`config.mk`:
```
export PLATFORM = sky130hd
export DESIGN_NAME = reg_writeback_unit
export DESIGN_NICKNAME = d
export VERILOG_FILES = /design/src/rtl/reg_writeback_unit.sv
export SDC_FILE = /design/constraint.sdc
export NUM_CORES = 1
export LEC_CHECK = 0
export BUFFER_PORTS_ARGS = -buffer_cell sky130_fd_sc_hd__buf_2
export CAP_MARGIN = 20
export CELL_PAD_IN_SITES_DETAIL_PLACEMENT = 0
export CELL_PAD_IN_SITES_GLOBAL_PLACEMENT = 2
export CORE_MARGIN = 1.5
export CORE_UTILIZATION = 30
export DETAILED_ROUTE_END_ITERATION = 10
export PLACE_DENSITY = 0.61
export SLEW_MARGIN = 20
export SYNTH_ARGS = -nofsm -noshare
export SYNTH_HDL_FRONTEND = slang
export SYNTH_SLANG_ARGS = --single-unit
```
`constraint.sdc`:
```
create_clock -name clk -period 6.9 [get_ports clk]
set_clock_uncertainty 0.05 [all_clocks]
set_input_delay 1.38 -clock clk [delete_from_list [all_inputs] [get_ports clk]]
set_output_delay 1.38 -clock clk [all_outputs]
set_load 0.1 [all_outputs]
```
`src/rtl/reg_writeback_unit.sv`:
```
// Register file writer: merges load responses and buffered ALU results into one
// registered write port, and tracks which registers still have a write in flight.
module reg_writeback_unit #(
    parameter int DEPTH  = 4,
    parameter int DATA_W = 32,
    parameter int ADDR_W = 5
) (
    input  logic                         clk,
    input  logic                         rst,
    input  logic                         alu_valid,
    output logic                         alu_ready,
    input  logic [ADDR_W-1:0]            alu_dest,
    input  logic [DATA_W-1:0]            alu_data,
    input  logic                         ld_issue,
    input  logic [ADDR_W-1:0]            ld_issue_dest,
    input  logic                         ld_valid,
    input  logic [ADDR_W-1:0]            ld_dest,
    input  logic [DATA_W-1:0]            ld_data,
    input  logic [ADDR_W-1:0]            rs1_addr,
    input  logic [ADDR_W-1:0]            rs2_addr,
    input  logic [ADDR_W-1:0]            rd_addr,
    output logic                         rs1_busy,
    output logic                         rs2_busy,
    output logic                         rd_busy,
    output logic                         reg_write_en,
    output logic [ADDR_W-1:0]            reg_write_dest,
    output logic [DATA_W-1:0]            reg_write_data,
    output logic [$clog2(DEPTH+1)-1:0]   fifo_count
);

    localparam int PTR_W = (DEPTH > 1) ? $clog2(DEPTH) : 1;
    localparam int CNT_W = $clog2(DEPTH + 1);
    localparam int NREG  = 1 << ADDR_W;
    localparam logic [CNT_W-1:0]  FULL_CNT  = CNT_W'(DEPTH);
    localparam logic [CNT_W-1:0]  ZERO_CNT  = {CNT_W{1'b0}};
    localparam logic [ADDR_W-1:0] ZERO_ADDR = {ADDR_W{1'b0}};

    // A register is busy if any path still holds a write for it; x0 never is.
    function automatic logic busy_f(
        input logic [ADDR_W-1:0]             a,
        input logic [NREG-1:0]               pend,
        input logic [DEPTH-1:0][ADDR_W-1:0]  dests,
        input logic [DEPTH-1:0]              vld,
        input logic                          wen,
        input logic [ADDR_W-1:0]             wdest,
        input logic                          lv,
        input logic [ADDR_W-1:0]             ldst
    );
        logic hit;
        hit = pend[a] | (wen & (wdest == a)) | (lv & (ldst == a));
        for (int i = 0; i < DEPTH; i++) begin
            hit = hit | (vld[i] & (dests[i] == a));
        end
        return (a != ZERO_ADDR) & hit;
    endfunction

    logic [DEPTH-1:0][ADDR_W-1:0] fifo_dest_r;
    logic [DEPTH-1:0]             fifo_vld_r;
    logic [DATA_W-1:0]            fifo_data_r [DEPTH];
    logic [PTR_W-1:0]             wr_ptr_r;
    logic [PTR_W-1:0]             rd_ptr_r;
    logic [CNT_W-1:0]             count_r;
    logic [NREG-1:0]              pending_r;

    logic                         reg_write_en_r;
    logic [ADDR_W-1:0]            reg_write_dest_r;
    logic [DATA_W-1:0]            reg_write_data_r;

    logic                         alu_ready_s;
    logic                         push_s;
    logic                         pop_s;
    logic                         wr_en_nxt_s;
    logic [ADDR_W-1:0]            wr_dest_nxt_s;
    logic [DATA_W-1:0]            wr_data_nxt_s;

    // Handshake: ready depends on occupancy only; x0 results are accepted and dropped.
    always_comb begin
        alu_ready_s = (count_r != FULL_CNT);
        if (alu_valid && alu_ready_s && (alu_dest != ZERO_ADDR)) begin
            push_s = 1'b1;
        end else begin
            push_s = 1'b0;
        end
    end

    // Arbitration: a load response always wins and freezes the FIFO head.
    always_comb begin
        wr_en_nxt_s   = 1'b0;
        wr_dest_nxt_s = reg_write_dest_r;
        wr_data_nxt_s = reg_write_data_r;
        pop_s         = 1'b0;
        if (ld_valid) begin
            if (ld_dest != ZERO_ADDR) begin
                wr_en_nxt_s   = 1'b1;
                wr_dest_nxt_s = ld_dest;
                wr_data_nxt_s = ld_data;
            end else begin
                wr_en_nxt_s   = 1'b0;
            end
        end else if (count_r != ZERO_CNT) begin
            pop_s         = 1'b1;
            wr_en_nxt_s   = 1'b1;
            wr_dest_nxt_s = fifo_dest_r[rd_ptr_r];
            wr_data_nxt_s = fifo_data_r[rd_ptr_r];
        end else begin
            wr_en_nxt_s   = 1'b0;
        end
    end

    // FIFO control: pointers, occupancy and per-entry valid/dest used by the busy check.
    always_ff @(posedge clk or negedge rst) begin
        if (!rst) begin
            wr_ptr_r    <= {PTR_W{1'b0}};
            rd_ptr_r    <= {PTR_W{1'b0}};
            count_r     <= ZERO_CNT;
            fifo_vld_r  <= {DEPTH{1'b0}};
            fifo_dest_r <= {(DEPTH*ADDR_W){1'b0}};
        end else begin
            if (pop_s) begin
                fifo_vld_r[rd_ptr_r] <= 1'b0;
                rd_ptr_r             <= rd_ptr_r + PTR_W'(1);
            end
            if (push_s) begin
                fifo_vld_r[wr_ptr_r]  <= 1'b1;
                fifo_dest_r[wr_ptr_r] <= alu_dest;
                wr_ptr_r              <= wr_ptr_r + PTR_W'(1);
            end
            case ({push_s, pop_s})
                2'b10:   count_r <= count_r + CNT_W'(1);
                2'b01:   count_r <= count_r - CNT_W'(1);
                default: count_r <= count_r;
            endcase
        end
    end

    // FIFO data storage needs no reset: entries are only read while marked valid.
    always_ff @(posedge clk) begin
        if (push_s) begin
            fifo_data_r[wr_ptr_r] <= alu_data;
        end
    end

    // Outstanding-load scoreboard; a new issue beats a same-cycle response.
    always_ff @(posedge clk or negedge rst) begin
        if (!rst) begin
            pending_r <= {NREG{1'b0}};
        end else begin
            for (int i = 1; i < NREG; i++) begin
                if (ld_issue && (ld_issue_dest == ADDR_W'(i))) begin
                    pending_r[i] <= 1'b1;
                end else if (ld_valid && (ld_dest == ADDR_W'(i))) begin
                    pending_r[i] <= 1'b0;
                end
            end
            pending_r[0] <= 1'b0;
        end
    end

    // Registered write port.
    always_ff @(posedge clk or negedge rst) begin
        if (!rst) begin
            reg_write_en_r   <= 1'b0;
            reg_write_dest_r <= ZERO_ADDR;
            reg_write_data_r <= {DATA_W{1'b0}};
        end else begin
            reg_write_en_r   <= wr_en_nxt_s;
            reg_write_dest_r <= wr_dest_nxt_s;
            reg_write_data_r <= wr_data_nxt_s;
        end
    end

    // Decode-side busy queries.
    always_comb begin
        rs1_busy = busy_f(rs1_addr, pending_r, fifo_dest_r, fifo_vld_r,
                          reg_write_en_r, reg_write_dest_r, ld_valid, ld_dest);
        rs2_busy = busy_f(rs2_addr, pending_r, fifo_dest_r, fifo_vld_r,
                          reg_write_en_r, reg_write_dest_r, ld_valid, ld_dest);
        rd_busy  = busy_f(rd_addr, pending_r, fifo_dest_r, fifo_vld_r,
                          reg_write_en_r, reg_write_dest_r, ld_valid, ld_dest);
    end

    assign alu_ready      = alu_ready_s;
    assign reg_write_en   = reg_write_en_r;
    assign reg_write_dest = reg_write_dest_r;
    assign reg_write_data = reg_write_data_r;
    assign fifo_count     = count_r;

endmodule

```
Word level (Yosys, flattened, before mapping) --
Memory sizes are Yosys's and may differ from the RTL's. Cells that the tools add are included.
Word-level totals: register bits after elaboration 100, bits in writable memories 128, logic and storage cells 379, memories 1
Cells by class: $add $sub $neg 4, order comparisons 7, equality and inequality tests 84, multiplexer cells 93, bitwise logic cells 42, reduce and logical (&&, ||, !) cells 106
Memories:
- fifo_data_r | words 4, width 32, rd ports 1, clocked after Yosys merged registers in 0, wr ports 1, line 59 | logic [DATA_W-1:0] fifo_data_r [DEPTH];
Operators with widths (number):
- 5-bit equality test, second input constant | 32
- 32-bit 2-to-1 mux | 3
- 5-bit equality test | 18
- 5-bit by 4-bit equality test with 1-bit output, second input constant | 16
- 1-bit 2-to-1 mux | 74
- 1-bit logical AND | 66
- 2-bit nonzero test | 33
- 5-bit by 3-bit equality test with 1-bit output, second input constant | 8
- 5-bit 2-to-1 mux | 5
- 5-bit nonzero test | 5
- 1-bit AND | 21
- 20-bit bitwise mux | 1
- 5-bit by 2-bit equality test with 1-bit output, second input constant | 4
- 5-bit by 6-bit less-than comparator with 1-bit output, second input constant | 3
- 1-bit bitwise OR | 18
- 1-bit binary-select mux with 5-bit select | 3
- 5-bit binary-select mux with 2-bit select | 1
- 5-bit demux with 2-bit select | 1
- 5-bit by 1-bit equality test with 1-bit output, second input constant | 2
- 4-bit 2-to-1 mux | 2
- 2-bit by 3-bit less-than comparator with 1-bit output, second input constant | 2
- 3-bit case mux with 2 select lines | 1
- 2-bit by 1-bit adder with 2-bit output, second input constant | 2
- 4-bit AND | 1
- other kinds (12) | 14

Depth between registers and ports, before layout --
word-level depth 9, gate-level depth with buffers 11, mapped depth without buffers 11

Worst setup path after synthesis --
No wires, ideal clock.
kind input port to output port, start input port rs1_addr[1], end output port rs1_busy, arrival 3.952 ns, required time 5.470 ns, slack 1.518 ns, stages on the path 7, path buffers 2, path through clkbuf_1 buf_2 xor2_1 nor4_1 nand3_1 nand4_1 a2bb2oi_1
Between the ends: longest elaborated chain between the ends 9, elaborated cells between the ends (all ways) 22, those cells by class 6 x eq/ne; 2 x mux; 13 x bitwise; 1 x reduce/logical
RTL lines:
- start: declaration | line 19 | input logic [ADDR_W-1:0] rs1_addr,
- 1-bit binary-select mux with 5-bit select / 5-bit equality test (equally long branches) | line 50 | hit = pend[a] | (wen & (wdest == a)) | (lv & (ldst == a));
- 1-bit 2-to-1 mux (not written as such) / 1-bit AND (equally long branches) | line 50
- 1-bit bitwise OR (2 in a row) | line 50
- 1-bit bitwise OR (4 in a row) | line 52 | hit = hit | (vld[i] & (dests[i] == a));
- 1-bit AND (*) | line 54 | return (a != ZERO_ADDR) & hit;
- end: declaration | line 22 | output logic rs1_busy,
Every way passes the cells marked *; elsewhere a longest branch is shown, timed or not. The select of a mux whose other input is x is not followed.

Final worst setup path --
start input port rs1_addr[0], end output port rs1_busy
Same word-level chain as after synthesis.

==> flow_summary.json <==
{
  "route.detailed.drc": 0,
  "synth_area_leader_cell": "edfxtp_1",
  "cts_setup_buffers": 0,
  "postRouteAntennaNets": 0,
  "antenna_found_initial": 9,
  "cts.clk_slew.worst_paths_ns": 0.05,
  "root_buffer": "clkbuf_16",
  "synth-main-ff-cell": "edfxtp_1",
  "start_kind": "primary input",
  "synth.avg_cell_area_sq_um": 13.5,
  "io_pins": 144,
  "p_int_w": 0.00358,
  "die-area_sq_um": 38000,
  "final_layout_size_suffix_gt1_share_pct": 27.5,
  "power_frac_seq_pct": 36.6,
  "grt_pass1_wl_mm": 48.2,
  "fin_crit_ns": 4.95,
  "layout.nets": 1060,
  "setup_ws_ns": 1.95,
  "drt_pass1_iterations": 4,
  "leakage_nw": 5.14,
  "first_global_vias": 7562,
  "synth_seq_cells": 228,
  "dieWidth_microns": 195,
  "synth_edf_count": 128,
  "start_util_pct": 30.4,
  "maxSlewViolCount": 0,
  "crit_fanout": 16,
  "drt_iter0_drc": 294,
  "synth_nets": 929,
  "hold_path.class": "flip-flop to flip-flop",
  "place_congestion": 0.767,
  "ir_worst_vdd_v": 0.000293,
  "wl_mm": 31.3,
  "grt_max_degree": 57,
  "globalRouteTotalUtil_pct": 16.6,
  "path_class": "primary input to output port",
  "synthTopCellsByCount": "128 x edfxtp_1, 100 x dfrtp_1, 74 x xor2_1",
  "pre_cts_ws_ns": 1.94,
  "netlist_instances": 820,
  "synthDistinctLibCells": 44,
  "cts_resized": 0,
  "die_h_microns": 195,
  "area_growth_pct": 19.4,
  "synth_most_common_cell": "edfxtp_1",
  "multiInputGateArea_sq_um": 4380,
  "clock_power_share_pct": 26.4,
  "async_flop_share_pct": 43.9,
  "wl_per_cell_microns": 21.7,
  "cts_tree": "done",
  "cp.required_ns": 5.47,
  "swShare_pct": 41.1,
  "via_per_inst": 5.02,
  "slew_headroom_pct": 48.6,
  "clock-sinks": 228,
  "via_count": 7242,
  "pwr-share-comb_pct": 37.0,
  "powerDensity_nw_per_um2": 460,
  "yosys.area.top_type_share_pct": 34.7,
  "clock_latency_ns": 0.53,
  "cp_data_arrival_time_ns": 3.52,
  "final.period_utilization_pct": 71.7,
  "finalSetupViolCount": 0,
  "netlist_area_sq_um": 11100,
  "endpoint_kind": "output port",
  "status": "finished clean",
  "ys_top_cells_by_area": "edfxtp_1 35%, dfrtp_1 23%, mux4_2 10%",
  "grt_overflow": 0,
  "setup_tns_ns": 0,
  "hold_viol": 0,
  "timing.fmax_mhz": 202,
  "cts_buffer_depth": 3,
  "std_cell_rows": 70,
  "yosysWarnings": 0,
  "ctsHoldBuffers": 0,
  "cts_max_level": 1,
  "max_cap_viol_count": 0,
  "worst_slew_pin_slew_ns": 0.771,
  "core_area_sq_um": 36400,
  "rsz0062_at_grt": "false",
  "port_buffers": 143,
  "yosysSeqAreaShare_pct": 57.4,
  "hpwlAfterDp_mm": 21.1,
  "num-fill-cells": 3659,
  "p_sw_w": 0.00250,
  "layout.area.seq_sq_um": 6350,
  "cts_buffers": 28
}
[placed cells by master (no fill, tap or decap), types with 4 or more instances in the layout]
cell type / n
buf_2: 142
edfxtp_1: 128
dfrtp_1: 98
xor2_1: 74
nand2_1: 71
o21ai_0: 65
mux4_2: 51
o21ai_1: 39
mux2i_1: 30
clkbuf_16: 29
nand3_1: 23
xnor2_1: 21
mux2_1: 21
nor4_1: 19
o22ai_1: 18
nor2_1: 12
inv_1: 12
buf_4: 12
nand2b_1: 10
ha_1: 9
nand4_1: 7
a31oi_1: 6
nand3b_1: 6
clkinv_2: 6
bufinv_16: 6
nor3_1: 5
a21oi_1: 5
nor2b_1: 5
a22oi_1: 4
nand4b_1: 4
[through the flow]
stage	instances	total power, W	instance area [sq um]	util, %	hold WS (ns)
finish	1444	0.00608	13200	36.3	0.428
global route	1441	0.00641	13200	36.2	0.461
CTS	1441	0.00618	13200	36.2	0.434
detailed placement	1389	0.00455	12200	33.4	0.420
global placement	1389	0.00454	12200	33.4	0.411
floorplan	820	0.00395	11100	-	0.428
[flip-flops by register name, summed over array words and instances, names as in the netlist]
signal,count
rd_ptr_r,2
fifo_count,3
reg_write_en,1
fifo_data_r,128
fifo_vld_r,4
reg_write_data,32
reg_write_dest,5
fifo_dest_r,20
pending_r,31
wr_ptr_r,2
[worst paths after layout]
check | start | endpoint | slack [ns] | cells past startpoint
min in group asynchronous | rst | pending_r[29] | 0.81 | 1
worst max register to register | fifo_count[2] | reg_write_data[19] | 4.41 | 6
worst max-delay path | rs1_addr[0] | rs1_busy | 1.95 | 7
worst min register to register | reg_write_data[25] | reg_write_data[25] | 0.43 | 2
worst min-delay path | reg_write_data[25] | reg_write_data[25] | 0.43 | 2
max in group asynchronous | rst | rd_ptr_r[1] | 4.69 | 2
[cells by family (layout without fill, tap and decap cells)]
kind of cell,after synthesis,after routing,synth area share [%]
other cells,0,3,0
fa+ha+maj,10,10,1.20
mux,107,107,16.2
flops,228,228,57.4
xor+xnor,95,95,7.52
compound gates,143,143,7.15
buf+inv,68,221,3.10
simple gates,169,169,7.51
[per-layer routing]
| layer | global-route usage, % | part of all wire [%] | vias to the layer above |
|---|---|---|---|
| li1 | - | - | 3333 |
| met1 | 22.9 | 46 | 3669 |
| met4 | 3.24 | 1.5 | 14 |
| met5 | 0 | 0.25 | - |
| met3 | 3.44 | 5.4 | 49 |
| met2 | 27.2 | 47 | 177 |
[worst max-delay path, cell delays in order]
cell	delay (ns)
buf_2	0.41
mux4_1	0.61
mux2_2	0.28
a221oi_2	0.31
a31oi_1	0.08
a2bb2oi_1	0.15
buf_2	0.29
[final cells by class]
class                   instances  area share [%]
repair buffers                154            6.06
diodes                          3          0.0568
well taps                     468            4.43
multi-input cells             524            33.1
clock buffers                  35            5.89
flip-flops and latches        228            48.1
clock inverters                17            1.94
inverters                      15           0.426
[power by group through the flow]
stage / logic (W) / registers [W] / clock network, W
5_1_grt: 0.00242 / 0.00228 / 0.00171
4_1_cts: 0.00230 / 0.00223 / 0.00165
3_3_place_gp: 0.00229 / 0.00226 / 0
2_1_floorplan: 0.00113 / 0.00282 / 0
3_5_place_dp: 0.00229 / 0.00226 / 0
6_report: 0.00225 / 0.00222 / 0.00161
(Power assumes the default switching activity.)
